==> src/rtl/bcd_seq_adder.sv <==
// bcd_seq_adder: multi-digit packed-BCD adder built from one time-shared digit slice
module bcd_seq_adder #(
   parameter int DIGITS = 4
) (
   input  logic                clk,
   input  logic                rst,
   input  logic                start,
   input  logic [4*DIGITS-1:0] a,
   input  logic [4*DIGITS-1:0] b,
   input  logic                cin,
   output logic                busy,
   output logic                done,
   output logic [4*DIGITS-1:0] sum,
   output logic                cout,
   output logic                err
);
   localparam int W = 4*DIGITS;
   localparam int IW = DIGITS > 1 ? $clog2(DIGITS) : 1;
   typedef enum logic [1:0] {IDLE, RUN, DONE} state_t;
   state_t state;
   logic [W-1:0] ra, rb;
   logic c, co;
   logic [IW-1:0] idx;
   logic [4:0] s;
   logic [3:0] d;
   // operands shift right so the slice always sees the current digit in [3:0]
   always_comb begin
      s = 5'(ra[3:0]) + 5'(rb[3:0]) + 5'(c);
      co = s > 5'd9;
      d = co ? 4'(s + 5'd6) : s[3:0];
   end
   always_ff @(posedge clk) begin
      if (rst) begin
         state <= IDLE;
         ra <= '0;
         rb <= '0;
         c <= 1'b0;
         idx <= '0;
         sum <= '0;
         cout <= 1'b0;
         err <= 1'b0;
         busy <= 1'b0;
         done <= 1'b0;
      end else begin
         case (state)
            IDLE: if (start) begin
               ra <= a;
               rb <= b;
               c <= cin;
               idx <= '0;
               sum <= '0;
               cout <= 1'b0;
               err <= 1'b0;
               busy <= 1'b1;
               state <= RUN;
            end
            RUN: begin
               sum[4*idx +: 4] <= d;
               c <= co;
               ra <= ra >> 4;
               rb <= rb >> 4;
               idx <= idx + 1'b1;
               if (ra[3:0] > 4'd9 || rb[3:0] > 4'd9) err <= 1'b1;
               if (idx == IW'(DIGITS-1)) begin
                  cout <= co;
                  busy <= 1'b0;
                  done <= 1'b1;
                  state <= DONE;
               end
            end
            DONE: begin
               done <= 1'b0;
               state <= IDLE;
            end
            default: state <= IDLE;
         endcase
      end
   end
endmodule

==> config.mk <==
export PLATFORM = sky130hd
export DESIGN_NAME = bcd_seq_adder
export DESIGN_NICKNAME = d
export VERILOG_FILES = /design/src/rtl/bcd_seq_adder.sv
export SDC_FILE = /design/constraint.sdc
export NUM_CORES = 1
export LEC_CHECK = 0
export BUFFER_PORTS_ARGS = -buffer_cell sky130_fd_sc_hd__buf_4
export CORE_MARGIN = 1
export CORE_UTILIZATION = 35
export DETAILED_ROUTE_END_ITERATION = 16
export SLEW_MARGIN = 30
export SYNTH_ARGS = -nofsm -noshare
export SYNTH_HDL_FRONTEND = slang
export SYNTH_SLANG_ARGS = --single-unit
==> constraint.sdc <==
create_clock -name clk -period 2.97 [get_ports clk]
set_clock_uncertainty 0.05 [all_clocks]
set_input_delay 0.594 -clock clk [delete_from_list [all_inputs] [get_ports clk]]
set_output_delay 0.594 -clock clk [all_outputs]
set_load 0.005 [all_outputs]
Yosys cells after proc, flatten, opt, wreduce, memory -nomap -nowiden
Index checks and enable logic that the tools add are counted.
{"block": "word_totals", "elab_cells": 60, "input_bits": 36, "reg_bits": 57}
{"block": "op_classes", "n_reduce_logical": 9, "magnitude_cmp": 3, "n_eq_ne": 6, "addsub": 5, "shifts": 2, "muxes": 25}
{"cell": "16-bit case mux with 2 select lines", "count": 3}
{"cell": "16-bit two-way mux", "count": 3}
{"cell": "4-bit negation with 34-bit output", "count": 1}
{"cell": "4-bit by 34-bit variable shift with 16-bit output (first input constant)", "count": 1}
{"cell": "4-bit by 34-bit indexed part select with 16-bit output", "count": 1}
{"cell": "16-bit bitwise mux", "count": 1}
{"cell": "1-bit case mux with 2 select lines", "count": 5}
{"cell": "4-bit greater-than comparator (second input constant)", "count": 2}
{"cell": "2-bit case mux with 2 select lines", "count": 2}
{"cell": "1-bit two-way mux", "count": 7}
{"cell": "2-bit two-way mux", "count": 3}
{"cell": "2-bit inequality test (second input constant)", "count": 3}
{"cell": "2-bit AND reduction", "count": 3}
{"cell": "3-bit AND reduction", "count": 2}
{"cell": "4-bit by 4-bit adder with 5-bit output", "count": 1}
{"cell": "5-bit by 1-bit adder with 5-bit output", "count": 1}
{"cell": "5-bit by 4-bit greater-than comparator with 1-bit output (second input constant)", "count": 1}
{"cell": "4-bit by 3-bit adder with 4-bit output (second input constant)", "count": 1}
{"cell": "2-bit == test (second input constant)", "count": 2}
{"cell": "4-bit two-way mux", "count": 1}
{"cell": "2-bit nonzero test", "count": 2}
{"cell": "2-bit by 1-bit adder with 2-bit output (second input constant)", "count": 1}
{"cell": "2-bit by 1-bit == test with 1-bit output (second input constant)", "count": 1}
{"cell": "2-bit logical NOT", "count": 1}
{"cell": "1-bit logical OR", "count": 1}

Logic depth before layout (Yosys ltp)
Gate-level depths: netlist of the first run.
{"block": "depth", "ltp_word": 7, "ltp_mapped": 10, "ltp_nobuf": 10}

Worst setup path before layout of the first run
Ideal clock, no wire load.
{"block": "synth_timing", "path_type": "register to register", "from": "reg c", "to": "reg sum[6]", "path_slack_ns": 0.141, "t_required_ns": 2.861, "setup_ns": 0.059, "t_arrival_ns": 2.720, "path_stages_with_launch": 11, "path_cell_list": "dfxtp_1 > fa_1 > fa_1 > xnor2_1 > ha_1 > nor2b_1 > a31o_1 > o31ai_4 > mux2_4 > nor2_2 > a22o_1"}
{"block": "synth_via", "elab_chain_cells": 6, "word_cells_on_any_way": 7, "cone_classes": "2 x add/sub; 1 x order compare; 1 x shift; 3 x mux"}
{"item": "start, declared", "line_no": "22", "rtl": "logic c, co;"}
{"item": "start signal, assigned", "line_no": "49", "rtl": "c <= cin;"}
{"item": "start signal, assigned", "line_no": "59", "rtl": "c <= co;"}
{"item": "5-bit by 1-bit adder with 5-bit output *", "line_no": "28", "rtl": "s = 5'(ra[3:0]) + 5'(rb[3:0]) + 5'(c);"}
{"item": "4-bit by 3-bit adder with 4-bit output or 5-bit by 4-bit greater-than comparator with 1-bit output (tied branches)", "line_no": "30, 29"}
{"item": "4-bit two-way mux *", "line_no": "30", "rtl": "d = co ? 4'(s + 5'd6) : s[3:0];"}
{"item": "4-bit by 34-bit indexed part select with 16-bit output *", "line_no": "58", "rtl": "sum[4*idx +: 4] <= d;"}
{"item": "16-bit bitwise mux *", "line_no": "58"}
{"item": "16-bit case mux with 2 select lines *", "line_no": "45", "rtl": "case (state)"}
{"item": "end signal, assigned", "line_no": "39", "rtl": "sum <= '0;"}
{"item": "end signal, assigned", "line_no": "51", "rtl": "sum <= '0;"}
{"item": "end signal, assigned by index", "line_no": "58"}
{"item": "end, declared", "line_no": "13", "rtl": "output logic [4*DIGITS-1:0] sum,"}
Mark *: on every way between the ends. The rest lies on a longest branch, timed or not.
A chain may end at the register's enable or synchronous reset.

Worst setup path in the final report of the first run
Same ends and word-level chain as after synthesis.

==> impl_metrics.env, run 1 <==
export IMPL_instances_no_fill=425
export IMPL_outcome="completed"
export IMPL_cpPeakStageDelay_ns=0.52
export IMPL_cp_start_kind="flop"
export IMPL_synth_xor_area_share_pct=0.722
export IMPL_antenna_found_initial=0
export IMPL_syn_nets=336
export IMPL_num_vias=2160
export IMPL_grt_util_met3_pct=6.52
export IMPL_critPathKind="reg2reg"
export IMPL_die_height_um=85.3
export IMPL_crit_arrival_ns=3.05
export IMPL_synth_common_cells="nor2_1 (101), dfxtp_1 (57), nor4_1 (25)"
export IMPL_fmax_mhz=355
export IMPL_hold_viol_final=0
export IMPL_drive_gt1_share_pct=23.9
export IMPL_cp_data_required_time_ns=3.20
export IMPL_grt_busiest_layer="met2"
export IMPL_path_buf_inv=1
export IMPL_synth_top_cell_by_area="dfxtp_1"
export IMPL_vdd_drop_max_mv=0.292
export IMPL_worstMarginPinSlew_ns=0.753
export IMPL_synthArstFlopShare_pct=0
export IMPL_cts_htree_levels=3
export IMPL_synthMuxAreaShare_pct=1.03
export IMPL_drtIter0Drc=158
export IMPL_cts_tree="done"
export IMPL_maxSlewViolCount=0
export IMPL_dieArea_sq_um=7270
export IMPL_crit_path_frequent_cell="fa_2"
export IMPL_power_density_nw_per_um2=624
export IMPL_numPortBuffers=55
export IMPL_grt_pass1_vias=1955
export IMPL_met1_usage_pct=21.4
export IMPL_num_rows=29
export IMPL_yosysWarnings=0
export IMPL_synth_ff_type="dfxtp_1"
export IMPL_p_leak_nw=1.40
export IMPL_netlist_instances=290
export IMPL_fp_dieW_um=85.3
export IMPL_core_area_sq_um=6530
export IMPL_synthSimpleGateAreaFrac_pct=27.9
export IMPL_cts_sinks=57
export IMPL_yosysMostFrequentCell="nor2_1"
export IMPL_synth_edf_count=0
export IMPL_synth_top_family_by_area="simple AND/OR/NAND/NOR gates"
export IMPL_synth_fa_ha_area_share_pct=5.77
export IMPL_syn_to_final_growth_pct=28.5
export IMPL_syn_avg_cell_area_sq_um=8.37
export IMPL_clockRootBuffer="clkbuf_8"
export IMPL_path_max_fanout=4
export IMPL_gp_congestion=0.739
export IMPL_maxSlewHeadroom_pct=49.3
export IMPL_drt_vias_per_instance=5.08
export IMPL_grt_overflow=0
export IMPL_layout_min_cycle_time_ns=2.82
export IMPL_groute_layer_met2_usage_pct=24.7
export IMPL_endpoint_kind="flop"
export IMPL_final_util_pct=47.7
export IMPL_rsz0062_at_grt="no"
export IMPL_total_power_mw=1.94
export IMPL_max_cap_viol_count=0
export IMPL_cts_buffers=9
export IMPL_hold_path_class="reg2reg"
export IMPL_clk_latency_ns=0.33
export IMPL_diodes=0
export IMPL_fin_nets=390
export IMPL_synth_area_leaders="dfxtp_1 (47%), nor2_1 (16%), nor4_1 (6.4%), a22oi_1 (5.3%), ha_1 (4.1%)"
export IMPL_dp_hpwl_um=3930
export IMPL_synth_top_area_share_pct=47.0
export IMPL_fin_crit_sh_pct=94.9
export IMPL_slowest_stage="fa_2"
export IMPL_grt_pass1_wl_um=9160
export IMPL_wl_per_cell_um=13.5
export IMPL_totalWireLength_um=5740
export IMPL_drc=0
export IMPL_crit_family="adder cells"
export IMPL_clk_pin_slew_ns=0.06
export IMPL_grt_start_max_net_pins=56
export IMPL_fillerInstances=648
export IMPL_setup_viol=0
export IMPL_dp_cells=409
export IMPL_start_util_pct=37.2
export IMPL_track_usage_pct=16.5
export IMPL_pin_count=56
export IMPL_ys_types=30
export IMPL_cts_max_path_buffers=2
export IMPL_path_cells="fa_2 > fa_2 > inv_1 > ha_1 > nor2b_1 > a31o_1 > o31ai_4 > mux2_4 > nor2_4 > a22o_1"
export IMPL_drtAntennaViolNets=0
export IMPL_synth_seq_cells=57
export IMPL_synth_compound_area_share_pct=14.1
export IMPL_netlist_area_sq_um=2430
export IMPL_ys_seq_area_share_pct=47.0
export IMPL_drt_pass1_iter_count=4
cells in the final DEF, fill, tap and decap left out, drive strengths merged, types with 2 or more instances in the layout:
| cell type | instances |
|---|---|
| a21o | 3 |
| a21oi | 13 |
| a22o | 8 |
| a22oi | 17 |
| and3 | 3 |
| buf | 60 |
| clkbuf | 12 |
| clkinv | 2 |
| dfxtp | 57 |
| fa | 2 |
| ha | 8 |
| inv | 4 |
| nand2 | 5 |
| nand2b | 3 |
| nand3 | 2 |
| nor2 | 102 |
| nor2b | 6 |
| nor4 | 25 |
| o21ai | 2 |
| or2 | 3 |
| xnor2 | 2 |
worst paths after layout:
path | from | endpoint | slack [ns] | depth (start not counted)
max | c$_SDFFE_PP0P_ | sum[6]$_SDFFE_PP0P_ | 0.15 | 10
min | cout$_SDFFE_PP0P_ | cout$_SDFFE_PP0P_ | 0.41 | 2
max reg2reg | c$_SDFFE_PP0P_ | sum[6]$_SDFFE_PP0P_ | 0.15 | 10
min reg2reg | cout$_SDFFE_PP0P_ | cout$_SDFFE_PP0P_ | 0.41 | 2
per-layer routing:
| metal | vias to the layer above | share of wire (%) |
|---|---|---|
| met5 | - | 0 |
| met4 | 0 | 0.85 |
| met3 | 6 | 5.5 |
| li1 | 1108 | - |
| met1 | 985 | 49 |
| met2 | 61 | 44 |
registers in the layout, indices dropped and copies added (netlist names):
name and flops:
cout 1, sum 16, rb 16, state 2, err 1, done 1
idx 2, busy 1, c 1, ra 16
cell families (layout without fill, tap and decap cells):
| kind of cell | count (synthesis) | in the layout |
|---|---|---|
| AOI/OAI and AO/OA | 47 | 47 |
| xor gates and xnor gates | 2 | 2 |
| adders and majority gates | 10 | 10 |
| buffers and inverters | 21 | 79 |
| DFF | 57 | 57 |
| muxes | 2 | 2 |
| and+or+nand+nor | 151 | 151 |
final cells by class:
cell class / count / area [sq um] / area share [%]
repair buffers: 60 / 450 / 14.4
inverters: 4 / 15.0 / 0.482
multi-input cells: 212 / 1220 / 39.1
clock buffers: 12 / 155 / 4.98
well taps: 77 / 96.3 / 3.09
clock inverters: 3 / 40.0 / 1.28
flip-flops and latches: 57 / 1140 / 36.6
stage by stage:
| step | setup TNS, ns | hold WS [ns] | setup slack [ns] | cell area [sq um] |
|---|---|---|---|---|
| final | 0 | 0.408 | 0.150 | 3120 |
| after global routing | 0 | 0.435 | 0.0417 | 3120 |
| after CTS | 0 | 0.416 | 0.0301 | 3120 |
| after detailed placement | -0.0851 | 0.407 | -0.0270 | 2900 |
| after global placement | 0 | 0.398 | 0.0314 | 2900 |
| after floorplan | 0 | 0.398 | 0.141 | 2430 |
worst register-to-register path, stage by stage (launching register included):
cell and delay (ns):
dfxtp_1 0.33, fa_2 0.40, fa_2 0.52, inv_1 0.07
ha_1 0.20, nor2b_1 0.13, a31o_1 0.22, o31ai_4 0.25
mux2_4 0.34, nor2_4 0.12, a22o_1 0.15
where the power goes:
part	switching (mW)	total, mW	internal [mW]
sequential	0.0344	0.849	0.815
clock	0.290	0.716	0.426
combinational	0.203	0.380	0.177
repair_timing:
action | 4_1_cts | 5_1_grt
pin swaps | 1 | 1
hold buffers | 0 | 0
buffers inserted | 1 | 0
setup endpoints to repair | 4 | 6
gates resized for setup | 3 | 1
Note: power is estimated with default switching activity, not from simulation.
==> inputs of run 2 (changes only) <==
--- a/config.mk
+++ b/config.mk
@@ -6,9 +6,13 @@
 export NUM_CORES = 1
 export LEC_CHECK = 0
 export BUFFER_PORTS_ARGS = -buffer_cell sky130_fd_sc_hd__buf_4
+export CELL_PAD_IN_SITES_DETAIL_PLACEMENT = 0
+export CELL_PAD_IN_SITES_GLOBAL_PLACEMENT = 1
 export CORE_MARGIN = 1
 export CORE_UTILIZATION = 35
+export CTS_CLUSTER_DIAMETER = 120
 export DETAILED_ROUTE_END_ITERATION = 16
+export PLACE_DENSITY = 0.72
 export SLEW_MARGIN = 30
 export SYNTH_ARGS = -nofsm -noshare
 export SYNTH_HDL_FRONTEND = slang
==> run 2 against run 1 <==
Against the previous run:
- worst hold slack lost 0.0060 ns
- combinational power grew 5.8%
- power increased by 6.7%
- flip-flop and latch count stayed put
- die area unchanged
- critical path depth unchanged
- non-clock buffer count grew 1
- cell area is 1.8% higher
- critical path type unchanged
- critical endpoint is now sum[14]$_SDFFE_PP0P_
- largest cell class unchanged
==> impl_metrics.env, run 2 (synthesis results as in run 1) <==
export IMPL_outcome="completed"
export IMPL_fmax_mhz=352
export IMPL_dieArea_sq_um=7270
export IMPL_place_area_sq_um=2890
export IMPL_layout_min_cycle_time_ns=2.84
export IMPL_endpoint_kind="flop"
export IMPL_holdCritStartpoint="cout$_SDFFE_PP0P_"
export IMPL_drt_pass1_iter_count=4
export IMPL_cts_hold_buffers=0
export IMPL_cts_htree_levels=3
export IMPL_finalInstanceArea_sq_um=3170
export IMPL_fin_crit_sh_pct=95.6
export IMPL_maxSlewHeadroom_pct=48.2
export IMPL_maxSlewViolCount=0
export IMPL_pin_count=56
export IMPL_cts_sinks=57
export IMPL_fp_dieW_um=85.3
export IMPL_totalWireLength_um=6010
export IMPL_final_cell_mix="nor2_1 (101), buf_4 (61), dfxtp_1 (56), nor4_1 (25), a22oi_1 (17)"
export IMPL_total_power_mw=2.07
export IMPL_clk_latency_ns=0.34
export IMPL_numPortBuffers=55
export IMPL_grt_start_max_net_pins=56
export IMPL_clockRootBuffer="clkbuf_8"
export IMPL_p_leak_nw=1.42
export IMPL_final_common_cell="nor2_1"
export IMPL_grt_pass1_wl_um=10200
export IMPL_start_util_pct=37.2
export IMPL_instances_no_fill=427
export IMPL_cts_tree="done"
export IMPL_core_area_sq_um=6530
export IMPL_drc=0
export IMPL_hold_viol_final=0
export IMPL_cts_max_path_buffers=2
export IMPL_setup_viol=0
export IMPL_drtAntennaViolNets=0
export IMPL_gp_congestion=0.788
export IMPL_setup_ws_ns=0.132
export IMPL_rsz0062_at_grt="no"
export IMPL_antenna_found_initial=0
export IMPL_diodes=0
export IMPL_track_usage_pct=18.0
export IMPL_multiInputGateArea_sq_um=1230
export IMPL_r2r_start="rb[0]$_SDFFE_PP0P_"
export IMPL_critPathKind="reg2reg"
export IMPL_drt_vias_per_instance=5.05
export IMPL_wl_per_cell_um=14.1
export IMPL_num_vias=2155
export IMPL_syn_to_final_growth_pct=30.7
export IMPL_vdd_drop_max_mv=0.324
export IMPL_fillerInstances=654
export IMPL_grt_pass1_vias=2150
export IMPL_fin_nets=391
export IMPL_final_util_pct=48.6
export IMPL_dp_cells=408
export IMPL_die_height_um=85.3
export IMPL_cp_start_kind="flop"
export IMPL_path_max_fanout=4
export IMPL_power_density_nw_per_um2=654
export IMPL_setup_tns_ns=0
export IMPL_max_cap_viol_count=0
export IMPL_ff_latch_area_sq_um=1140
export IMPL_crit_arrival_ns=3.06
export IMPL_num_rows=29
export IMPL_startpoint="rb[0]$_SDFFE_PP0P_"
export IMPL_cts_buffers=9
export IMPL_dpl_worst_slack_ns=-0.106
export IMPL_worstMarginPinSlew_ns=0.770
export IMPL_grt_overflow=0
export IMPL_cp_data_required_time_ns=3.20
export IMPL_hold_slack_ns=0.402
export IMPL_dp_hpwl_um=4040
export IMPL_hold_path_class="reg2reg"
export IMPL_clk_pin_slew_ns=0.06
export IMPL_reg_largest_list="ra x16, rb x16, sum x16"
export IMPL_drtIter0Drc=123
export IMPL_drive_gt1_share_pct=25.4
==> run 2: critical path, stage by stage (launching register included) <==
cell and delay, ns:
dfxtp_2 0.33, fa_2 0.40, fa_2 0.54, inv_2 0.06, ha_4 0.16, nor2b_1 0.12, a31o_1 0.23, o31ai_4 0.27
mux2_4 0.35, nor2_4 0.14, a22o_1 0.15
==> run 2: timing repair <==
item                                    in CTS  in global routing
endpoints found under the setup margin       5                  8
gates resized for setup                      3                  5
buffers inserted                             1                  2
endpoints found under the hold margin        0                  0
pin swaps                                    1                  4
==> run 2: path summary, 6_finish.rpt <==
check                                             to  slack, ns  cells past startpoint
worst max-delay path            sum[14]$_SDFFE_PP0P_       0.13                     10
worst min-delay path               cout$_SDFFE_PP0P_       0.40                      2
worst max register to register  sum[14]$_SDFFE_PP0P_       0.13                     10
worst min register to register     cout$_SDFFE_PP0P_       0.40                      2
==> run 2: routing by layer <==
metal,part of all wire (%),track usage [%],up-vias
met4,0.28,5.30,0
met2,46,28.9,56
met3,4.3,6.03,2
li1,-,-,1118
met5,0,0,-
met1,49,22.9,979
==> run 2: where the power goes <==
part	switching, mW	total (mW)	internal (mW)
Combinational	0.212	0.402	0.190
Clock	0.309	0.823	0.515
Sequential	0.0340	0.849	0.815
Total	0.555	2.07	1.52
==> run 2: final cells by class <==
type / count / share of cell area (%)
multi-input combinational: 212 / 38.8
sequential: 57 / 36.0
timing repair buffer: 61 / 14.4
clock buffer: 11 / 4.77
tap: 77 / 3.04
clock inverter: 5 / 2.44
inverter: 4 / 0.473
